===== config.mk =====
export PLATFORM = sky130hd
export DESIGN_NAME = polar_isqrt
export DESIGN_NICKNAME = d
export VERILOG_FILES = /design/src/rtl/polar_pkg.sv /design/src/rtl/polar_isqrt_step.sv /design/src/rtl/polar_isqrt.sv
export SDC_FILE = /design/constraint.sdc
export NUM_CORES = 1
export LEC_CHECK = 0
export CAP_MARGIN = 5
export CORE_AREA = 10 10 78 106
export CTS_BUF_LIST = sky130_fd_sc_hd__clkbuf_2
export DETAILED_ROUTE_END_ITERATION = 10
export DIE_AREA = 0 0 88 116
export HOLD_SLACK_MARGIN = 0.12
export PLACE_DENSITY_LB_ADDON = 0.05
export SLEW_MARGIN = 20
export SYNTH_ARGS = -nofsm -noshare
export SYNTH_HDL_FRONTEND = slang
export SYNTH_HIERARCHICAL = 1
export SYNTH_SLANG_ARGS = --single-unit

===== constraint.sdc =====
create_clock -name clk -period 2.1 [get_ports clk]
set_input_delay 0.63 -clock clk [delete_from_list [all_inputs] [get_ports clk]]
set_output_delay 0.63 -clock clk [all_outputs]
set_load 0.1 [all_outputs]

===== src/rtl/polar_pkg.sv =====
// Shared constants and types for the polar magnitude path.
// The result struct is also consumed by the downstream r/theta register stage.
package polar_pkg;

    localparam int RAD_W  = 16;
    localparam int ROOT_W = 8;
    localparam int REM_W  = 9;
    localparam int ITER   = 8;
    localparam int PREM_W = REM_W + 1;
    localparam int CNT_W  = 3;

    typedef enum logic [1:0] {
        IDLE = 2'd0,
        CALC = 2'd1,
        DONE = 2'd2
    } state_e;

    typedef struct packed {
        logic [ROOT_W-1:0] root;
        logic [REM_W-1:0]  rem;
    } polar_res_t;

    // Round-to-nearest from the floor root and remainder, saturating at the top code.
    function automatic logic [ROOT_W-1:0] round_root(input logic [ROOT_W-1:0] root,
                                                     input logic [PREM_W-1:0] rem);
        if (({2'b00, root} < rem) && (root != {ROOT_W{1'b1}})) begin
            return root + 8'd1;
        end
        return root;
    endfunction

endpackage


===== src/rtl/polar_isqrt_step.sv =====
// One restoring square-root digit step: brings down two radicand bits and
// tries to append a 1 to the partial root.
module polar_isqrt_step
    import polar_pkg::*;
(
    input  logic [PREM_W-1:0] rem_i,
    input  logic [ROOT_W-1:0] root_i,
    input  logic [1:0]        bits_i,
    output logic [PREM_W-1:0] rem_o,
    output logic [ROOT_W-1:0] root_o
);

    logic [PREM_W+1:0] rem_sh;
    logic [PREM_W+1:0] trial;

    always_comb begin
        rem_sh = {rem_i, bits_i};
        trial  = {2'b00, root_i, 2'b01};
        // A successful trial leaves rem <= 2*root, so the low bits hold the exact difference.
        if (rem_sh >= trial) begin
            rem_o  = rem_sh[PREM_W-1:0] - trial[PREM_W-1:0];
            root_o = {root_i[ROOT_W-2:0], 1'b1};
        end else begin
            rem_o  = rem_sh[PREM_W-1:0];
            root_o = {root_i[ROOT_W-2:0], 1'b0};
        end
    end

endmodule


===== src/rtl/polar_isqrt.sv =====
// Iterative 16-bit integer square root, one digit per cycle, one operand in flight.
// Define POLAR_ISQRT_ROUND_EN to round out_root to nearest (out_rem stays the floor remainder).
module polar_isqrt
    import polar_pkg::*;
(
    input  logic                clk,
    input  logic                rst_n,
    input  logic                in_valid,
    output logic                in_ready,
    input  logic [RAD_W-1:0]    in_data,
    output logic                out_valid,
    input  logic                out_ready,
    output logic [ROOT_W-1:0]   out_root,
    output logic [REM_W-1:0]    out_rem,
    output logic                busy
);

    // Handshakes: a transfer happens on a rising edge where valid && ready;
    // valid never waits on ready, and the producer holds its data until the transfer.

    state_e             state_q, state_d;
    logic [RAD_W-1:0]   rad_q, rad_d;
    logic [PREM_W-1:0]  rem_q, rem_d;
    logic [ROOT_W-1:0]  root_q, root_d;
    logic [CNT_W-1:0]   cnt_q, cnt_d;
    polar_res_t         res_q, res_d;
    logic               out_valid_q, out_valid_d;
    logic               in_ready_q, in_ready_d;
    logic               busy_q, busy_d;

    logic [PREM_W-1:0]  step_rem;
    logic [ROOT_W-1:0]  step_root;

    polar_isqrt_step u_step (
        .rem_i  (rem_q),
        .root_i (root_q),
        .bits_i (rad_q[RAD_W-1:RAD_W-2]),
        .rem_o  (step_rem),
        .root_o (step_root)
    );

    always_comb begin
        state_d     = state_q;
        rad_d       = rad_q;
        rem_d       = rem_q;
        root_d      = root_q;
        cnt_d       = cnt_q;
        res_d       = res_q;
        out_valid_d = out_valid_q;
        in_ready_d  = in_ready_q;
        busy_d      = busy_q;
        case (state_q)
            IDLE: begin
                if (in_valid) begin
                    rad_d      = in_data;
                    rem_d      = '0;
                    root_d     = '0;
                    cnt_d      = CNT_W'(ITER - 1);
                    state_d    = CALC;
                    in_ready_d = 1'b0;
                    busy_d     = 1'b1;
                end
            end
            CALC: begin
                rem_d  = step_rem;
                root_d = step_root;
                rad_d  = {rad_q[RAD_W-3:0], 2'b00};
                cnt_d  = cnt_q - 1'b1;
                if (cnt_q == '0) begin
                    state_d     = DONE;
                    out_valid_d = 1'b1;
                    res_d.rem   = step_rem[REM_W-1:0];
`ifdef POLAR_ISQRT_ROUND_EN
                    res_d.root  = round_root(step_root, step_rem);
`else
                    res_d.root  = step_root;
`endif
                end
            end
            DONE: begin
                if (out_ready) begin
                    state_d     = IDLE;
                    out_valid_d = 1'b0;
                    in_ready_d  = 1'b1;
                    busy_d      = 1'b0;
                end
            end
            default: begin
                state_d     = IDLE;
                out_valid_d = 1'b0;
                in_ready_d  = 1'b1;
                busy_d      = 1'b0;
            end
        endcase
    end

    always_ff @(posedge clk or negedge rst_n) begin
        if (!rst_n) begin
            state_q     <= IDLE;
            rad_q       <= '0;
            rem_q       <= '0;
            root_q      <= '0;
            cnt_q       <= '0;
            res_q       <= '0;
            out_valid_q <= 1'b0;
            in_ready_q  <= 1'b1;
            busy_q      <= 1'b0;
        end else begin
            state_q     <= state_d;
            rad_q       <= rad_d;
            rem_q       <= rem_d;
            root_q      <= root_d;
            cnt_q       <= cnt_d;
            res_q       <= res_d;
            out_valid_q <= out_valid_d;
            in_ready_q  <= in_ready_d;
            busy_q      <= busy_d;
        end
    end

    assign in_ready  = in_ready_q;
    assign out_valid = out_valid_q;
    assign out_root  = res_q.root;
    assign out_rem   = res_q.rem;
    assign busy      = busy_q;

endmodule


==> results.cfg, run 1 <==
[run_status]
status = finished, violations left
violations = setup timing

[detailed_routing]
drt_wl_total_um = 7300
drc = 0
via_count = 2441
wl_per_cell_um = 16.9
drt_iter0_drc = 97
ant_nets = 0
viasPerCell = 5.65
dr.pass1.iters = 4

[worst_setup_path]
criticalPathCategory = flip-flop to flip-flop
crit_path_max_fanout = 4
required_ps = 2480
path_depth = 9
crit_path_top_delay_cell = dfrtp_1
worstReg2RegStart = root_q[0]
cp_cell_sequence = inv_2, ha_4, nor2b_4, o31a_4, a41oi_2, o211a_1, buf_6, mux2_4, mux2_4
worstPathArrival_ps = 2720
cpPeakStageDelay_ps = 430
timing.rr.end = out_rem[4]
startpoint_type = flip-flop
rrSetupSlack_ps = -240
end_kind = flip-flop
cp_num_buf_inv = 2
endpoint = out_rem[4]
setup.worst_path.start = root_q[0]
cp_common_cell = mux2_4
cp_top_family = compound AO/OA/AOI/OAI gates
reg2reg_depth = 9

[global_route]
grt_max_degree = 60
first_global_vias = 2647
grt_overflow = 0
grt_pass1_wl_um = 12400
track_usage_pct = 15.5
antenna_found_initial = 0

[synthesis]
syn_inst = 275
synth_edf_count = 0
yosysSeqAreaShare_pct = 47.9
ys_async_sr_fraction_pct = 100
yosys_warnings = 6
ys_types = 44
dominantRegCellSynth = dfrtp_1
syn-num-nets = 307
ys_seq_elements = 59
avgSynthCellArea_um2 = 11.2
syn_area_um2 = 3090

[placement]
dpl.cell_count = 412
dp_hpwl_um = 5200
gp_congestion = 0.826
placed_area_um2 = 4020
port_buffers = 39

[layout]
num_antenna_cells = 0
multi_input_area_um2 = 1470
final_util_pct = 67.2
ff_latch_area_um2 = 1480
area_growth_pct = 36.0
final_cell_mix = dfrtp_1, buf_4, o22ai_1
drive_gt1_share_pct = 34.4
fin_area_um2 = 4200
final_common_cell = dfrtp_1
nets = 387
instances_no_fill = 432
fillCellCount = 490

[timing]
worst_pin_slew_ps = 587
fmax_ghz = 0.428
period_minus_slack_ps = 2340
setup_viol = 21
rsz0062_at_grt = true
worst_slack_ps = -238
fin_worst_skew_ps = 30.8
drv_slew = 0
fin_setup_tns_ps = -3500
period_share_pct = 111
slew-limit-headroom_pct = 60.9
hold_violations = 0

[die]
core-area_um2 = 6250
dieHeight_um = 116
start_util_pct = 49.4
ios = 40
rows = 34
die-width_um = 88
dieArea_um2 = 10200

[hold_path]
hold_path.class = flip-flop to flip-flop

[flow_run]
maxCapViolCount = 0

[clock_tree]
cts_root_buf = clkbuf_2
htreeDepth = 3
cts_tree = done
clk_pin_slew_ps = 150
clock_path_buffers = 2
clock-sinks = 59
clk_latency_ps = 500
cts-buffers-inserted = 9
synth_stat cells, drive strengths merged (2+ instances only):
| cell type | number | area share [%] |
|---|---|---|
| a21oi | 22 | 3.6 |
| a22o | 18 | 5.1 |
| a22oi | 2 | 0.49 |
| a31oi | 2 | 0.41 |
| and3 | 2 | 0.57 |
| buf | 19 | 4.6 |
| clkbuf | 3 | 0.36 |
| dfrtp | 58 | 47 |
| ha | 12 | 4.9 |
| inv | 17 | 2.1 |
| mux2 | 25 | 11 |
| nand2 | 10 | 1.2 |
| nand2b | 5 | 1.0 |
| nand3 | 2 | 0.32 |
| nor2 | 7 | 0.85 |
| nor2b | 4 | 1.1 |
| nor3 | 2 | 0.32 |
| o211ai | 2 | 0.49 |
| o21a | 2 | 0.49 |
| o21ai | 14 | 2.3 |
| o22ai | 28 | 5.7 |
| xnor2 | 5 | 1.4 |
worst min-delay path by stage:
stage              from  endpoint  slack, ps  cells past startpoint
2_1_floorplan     rst_n      busy        330                      0
3_3_place_gp   cnt_q[0]  cnt_q[0]        480                      1
3_5_place_dp   cnt_q[0]  cnt_q[0]        490                      1
4_1_cts        cnt_q[0]  cnt_q[0]        510                      1
5_1_grt        cnt_q[0]  cnt_q[0]        550                      1
6_report       cnt_q[0]  cnt_q[0]        510                      1
through the flow:
step / hold slack, ps / setup slack [ps]
after global routing: 554 / -312
after global placement: 482 / -172
after floorplan: 334 / -132
final: 511 / -238
after detailed placement: 493 / -214
after CTS: 513 / -249
cell type report:
cell class / count / area share [%]
sequential: 59 / 35.2
multi-input combinational: 177 / 34.9
inverter: 17 / 1.52
timing repair buffer: 91 / 23.9
tap: 72 / 2.14
clock buffer: 11 / 1.31
clock inverter: 5 / 1.10
layer usage:
metal | routed length (um) | share of wire [%] | vias to the layer above | GRT usage, %
li1 | - | - | 1173 | -
met2 | 3860 | 53 | 73 | 27.1
met3 | 402 | 5.5 | 17 | 4.99
met1 | 2850 | 39 | 1178 | 16.0
met4 | 192 | 2.6 | 0 | 7.78
met5 | 0 | 0 | - | 0
cells by family (layout without fill, tap and decap cells):
kind of cell,count (synthesis),in the layout,synth area share (%)
compound gates,99,99,21.4
flops,59,59,47.9
xor+xnor,6,6,1.70
mux,26,26,11.3
buf+inv,39,124,7.05
simple gates,34,34,5.88
fa+ha+maj,12,12,4.86
sequential cells by signal, summed over array words and instances (netlist names):
register,count
out_root,8
root_q,8
busy,1
state_q,2
out_valid,1
out_rem,9
rad_q,16
rem_q,10
in_ready,1
cnt_q,3
timing repair:
| item | in CTS | in global routing |
|---|---|---|
| pin swaps | 3 | 2 |
| cloned | 0 | 0 |
| hold buffers | 1 | 0 |
| endpoints found under the hold margin | 58 | 0 |
| setup endpoints to repair | 17 | 21 |
| setup buffers | 2 | 2 |
| resized for setup | 3 | 7 |
Power of run 1 is not shown: default switching activity piles up to over one toggle a cycle in this logic, so the estimate is an artifact.
==> run 2: changes to the inputs <==
Settings changed: HOLD_SLACK_MARGIN 0.12 to 0.03, MAX_ROUTING_LAYER from default to met4.
Clock period 2.1 ns to 2.65 ns, I/O delays scaled along.
==> run 2 against run 1 <==
The flow now finishes without violations. Critical path depth down 3. Wire length fell by 9.4%. Hold slack worse by 290 ps. Maximum frequency down 3.3%. Sequential share of layout area rose by 6.0 points. Cell count decreased by 10%. Final area decreased by 15%. Non-clock buffer count fell by 43. Clock-buffer cell count down 2. Critical path type unchanged. Highest routed layer unchanged.
==> results.cfg, run 2 (synthesized netlist as in run 1, its figures left out) <==
[global_route]
antenna_found_initial = 0
track_usage_pct = 14.5
grt_overflow = 0
grt_max_degree = 24
first_global_vias = 2406
grt_pass1_wl_um = 11400

[clock_tree]
ctsHoldBuffers = 0
clock-sinks = 59
htreeDepth = 3
cts-buffers-inserted = 9
clk_latency_ps = 470
clk_pin_slew_ps = 180
cts_tree = done
post_cts_resized = 0
cts_root_buf = clkbuf_2
post_cts_buffers = 0
clock_path_buffers = 2

[layout]
largest_reg_flops = 16
num_antenna_cells = 0
final_common_cell = dfrtp_1
fillCellCount = 574
nets = 344
area_growth_pct = 16.2
ff_latch_area_um2 = 1480
multi_input_area_um2 = 1390
top_register = rad_q
final_cell_mix = dfrtp_1, buf_4, o22ai_1
drive_gt1_share_pct = 24.6

[timing]
drv_slew = 0
setup_viol = 0
fmax_ghz = 0.414
rsz0062_at_grt = false
period_share_pct = 91.2
fin_worst_skew_ps = 15.8
period_minus_slack_ps = 2420
fin_setup_tns_ps = 0
slew-limit-headroom_pct = 60.3
worst_pin_slew_ps = 595
hold_violations = 0

[detailed_routing]
viasPerCell = 5.68
drt_iter0_drc = 95
wl_per_cell_um = 17.0
dr.pass1.iters = 4
drc = 0
via_count = 2210
drt_wl_total_um = 6620
ant_nets = 0

[worst_setup_path]
required_ps = 3020
end_kind = flip-flop
crit_path_max_fanout = 6
worstPathArrival_ps = 2790
startpoint_type = flip-flop
criticalPathCategory = flip-flop to flip-flop

[die]
dieArea_um2 = 10200
ios = 40
core-area_um2 = 6250
die-width_um = 88
rows = 34
dieHeight_um = 116
start_util_pct = 49.4

[placement]
gp_congestion = 0.836
dp_hpwl_um = 4800
port_buffers = 39

[hold_path]
hold_path.class = input port to async pin

[flow_run]
maxCapViolCount = 0

[run_status]
status = complete, no violations
-- run 2: cell count changes in the layout (fill, tap and decap cells not counted), sizes merged --
| cell | previous run | this run |
|---|---|---|
| dlygate4sd3 | 1 | 0 |
| clkinv | 4 | 1 |
| clkinvlp | 0 | 3 |
| clkbuf | 11 | 9 |
| buf | 72 | 30 |
| bufinv | 1 | 3 |
-- run 2: worst paths after layout --
path / startpoint / to / slack, ps / cells past startpoint
worst max-delay path: rem_q[7] / out_rem[3] / 230 / 6
worst min-delay path: rst_n / out_root[3] / 220 / 1
worst max register to register: rem_q[7] / out_rem[3] / 230 / 6
worst min register to register: cnt_q[0] / cnt_q[0] / 510 / 1
max in group asynchronous: rst_n / cnt_q[1] / 1750 / 2
min in group clk: cnt_q[0] / cnt_q[0] / 510 / 1
-- run 2: routing by layer --
metal | wire length [um] | track usage, % | vias to the layer above
met5 | 0 | - | -
met4 | 85 | 4.90 | 0
met3 | 225 | 4.07 | 6
met2 | 3580 | 24.9 | 40
met1 | 2730 | 15.5 | 1083
li1 | - | - | 1081
-- run 2: layout make-up --
type	instances	share of cell area [%]
well taps	72	2.51
flip-flops and latches	59	41.2
inverters	17	1.78
repair buffers	48	11.2
multi-input cells	177	38.8
clock buffers	9	1.26
clock inverters	7	3.24
-- run 2: per-stage QoR --
stage / cell area (um2) / utilization (%) / std cells / setup WS [ps] / hold slack [ps]
finish: 3590 / 57.4 / 389 / 233 / 222
global route: 3590 / 57.4 / 389 / 66.4 / 191
global placement: 3430 / 54.8 / 373 / 234 / 483
CTS: 3590 / 57.4 / 389 / 220 / 190
floorplan: 3090 / - / 275 / 303 / 460
detailed placement: 3430 / 54.8 / 373 / 263 / 492
-- run 2: worst max-delay path, stage by stage, from the launching register on --
cell	delay [ps]
dfrtp_1	440
ha_1	360
a2111oi_0	540
o211a_1	240
buf_4	170
mux2_4	310
mux2_2	260
Power of run 2 is left out for the same reason.
==> run 3: changes to the inputs <==
Settings changed: PLACE_DENSITY from default to 0.72, PLACE_DENSITY_LB_ADDON 0.05 to default.
==> run 3 against run 2 <==
Maximum frequency shrank 3.6%. Critical path depth up 2. Non-clock buffer count decreased by 1. Via count rose by 3.2%. Highest routed layer unchanged.
==> results.cfg, run 3 (synthesized netlist as in run 1, its figures left out) <==
[detailed_routing]
viasPerCell = 5.88
drt_wl_total_um = 6740
wl_per_cell_um = 17.4
drt_iter0_drc = 108
drc = 0
ant_nets = 0
via_count = 2281
dr.pass1.iters = 4

[global_route]
track_usage_pct = 14.2
grt_overflow = 0
grt_max_degree = 24
antenna_found_initial = 0
first_global_vias = 2466
grt_pass1_wl_um = 11300

[die]
ios = 40
die-width_um = 88
start_util_pct = 49.4
core-area_um2 = 6250
dieArea_um2 = 10200
dieHeight_um = 116
rows = 34

[worst_setup_path]
cp_top_family = compound AO/OA/AOI/OAI gates
required_ps = 3050
end_kind = flip-flop
cp_num_buf_inv = 1
startpoint_type = flip-flop
cp_cell_sequence = ha_1, nor2b_4, o31a_4, a41oi_1, o211a_1, buf_4, mux2_4, mux2_2
cpPeakStageDelay_ps = 440
worstPathArrival_ps = 2910
crit_path_top_delay_cell = dfrtp_1
criticalPathCategory = flip-flop to flip-flop
crit_path_max_fanout = 6

[timing]
fmax_ghz = 0.399
period_share_pct = 94.7
drv_slew = 0
fin_worst_skew_ps = 30.7
period_minus_slack_ps = 2510
rsz0062_at_grt = false
fin_setup_tns_ps = 0
worst_pin_slew_ps = 590
hold_violations = 0
slew-limit-headroom_pct = 60.6
setup_viol = 0

[clock_tree]
cts_tree = done
ctsHoldBuffers = 0
cts-buffers-inserted = 9
htreeDepth = 3
clock-sinks = 59
cts_root_buf = clkbuf_2
clk_pin_slew_ps = 200
post_cts_buffers = 0
post_cts_resized = 0
clk_latency_ps = 520
clock_path_buffers = 2

[layout]
largest_reg_flops = 16
num_antenna_cells = 0
area_growth_pct = 15.2
top_register = rad_q
instances_no_fill = 388
nets = 343
final_cell_mix = dfrtp_1, o22ai_1, buf_4
drive_gt1_share_pct = 24.4
final_common_cell = dfrtp_1

[placement]
gp_congestion = 0.846
dp_hpwl_um = 4800
port_buffers = 39
dpl.cell_count = 372

[hold_path]
hold_path.class = input port to async pin

[run_status]
status = complete, no violations

[flow_run]
maxCapViolCount = 0
run 3: worst paths after layout:
check                          from     endpoint  slack (ps)  cells after the start
setup / recovery           rem_q[0]   out_rem[8]         140                      8
hold / removal                rst_n  out_root[2]         160                      1
setup reg to reg           rem_q[0]   out_rem[8]         140                      8
hold reg to reg            cnt_q[0]     cnt_q[0]         500                      1
max in group asynchronous     rst_n     rem_q[6]        1830                      2
min in group clk           cnt_q[0]     cnt_q[0]         500                      1
run 3: per-layer routing:
| layer | up-vias | track usage (%) | routed length, um |
|---|---|---|---|
| li1 | 1076 | - | - |
| met1 | 1127 | 15.0 | 2910 |
| met2 | 64 | 24.1 | 3420 |
| met3 | 14 | 3.37 | 258 |
| met4 | 0 | 6.93 | 153 |
| met5 | - | - | 0 |
run 3: stage by stage:
stage | setup slack (ps) | area [um2] | hold WS, ps | util, %
global route | 79.5 | 3560 | 168 | 56.9
finish | 142 | 3560 | 163 | 56.9
floorplan | 303 | 3090 | 460 | -
detailed placement | 198 | 3420 | 483 | 54.7
CTS | 155 | 3560 | 157 | 56.9
global placement | 238 | 3420 | 482 | 54.7
run 3: layout make-up:
cell class                      instances  area [um2]
Clock buffer                            9        45.0
Tap cell                               72        90.1
Inverter                               17        63.8
Fill cell                             530        2700
Multi-Input combinational cell        177        1390
Clock inverter                          7        92.6
Timing Repair Buffer                   47         395
Sequential cell                        59        1480
Power of run 3 is left out for the same reason.
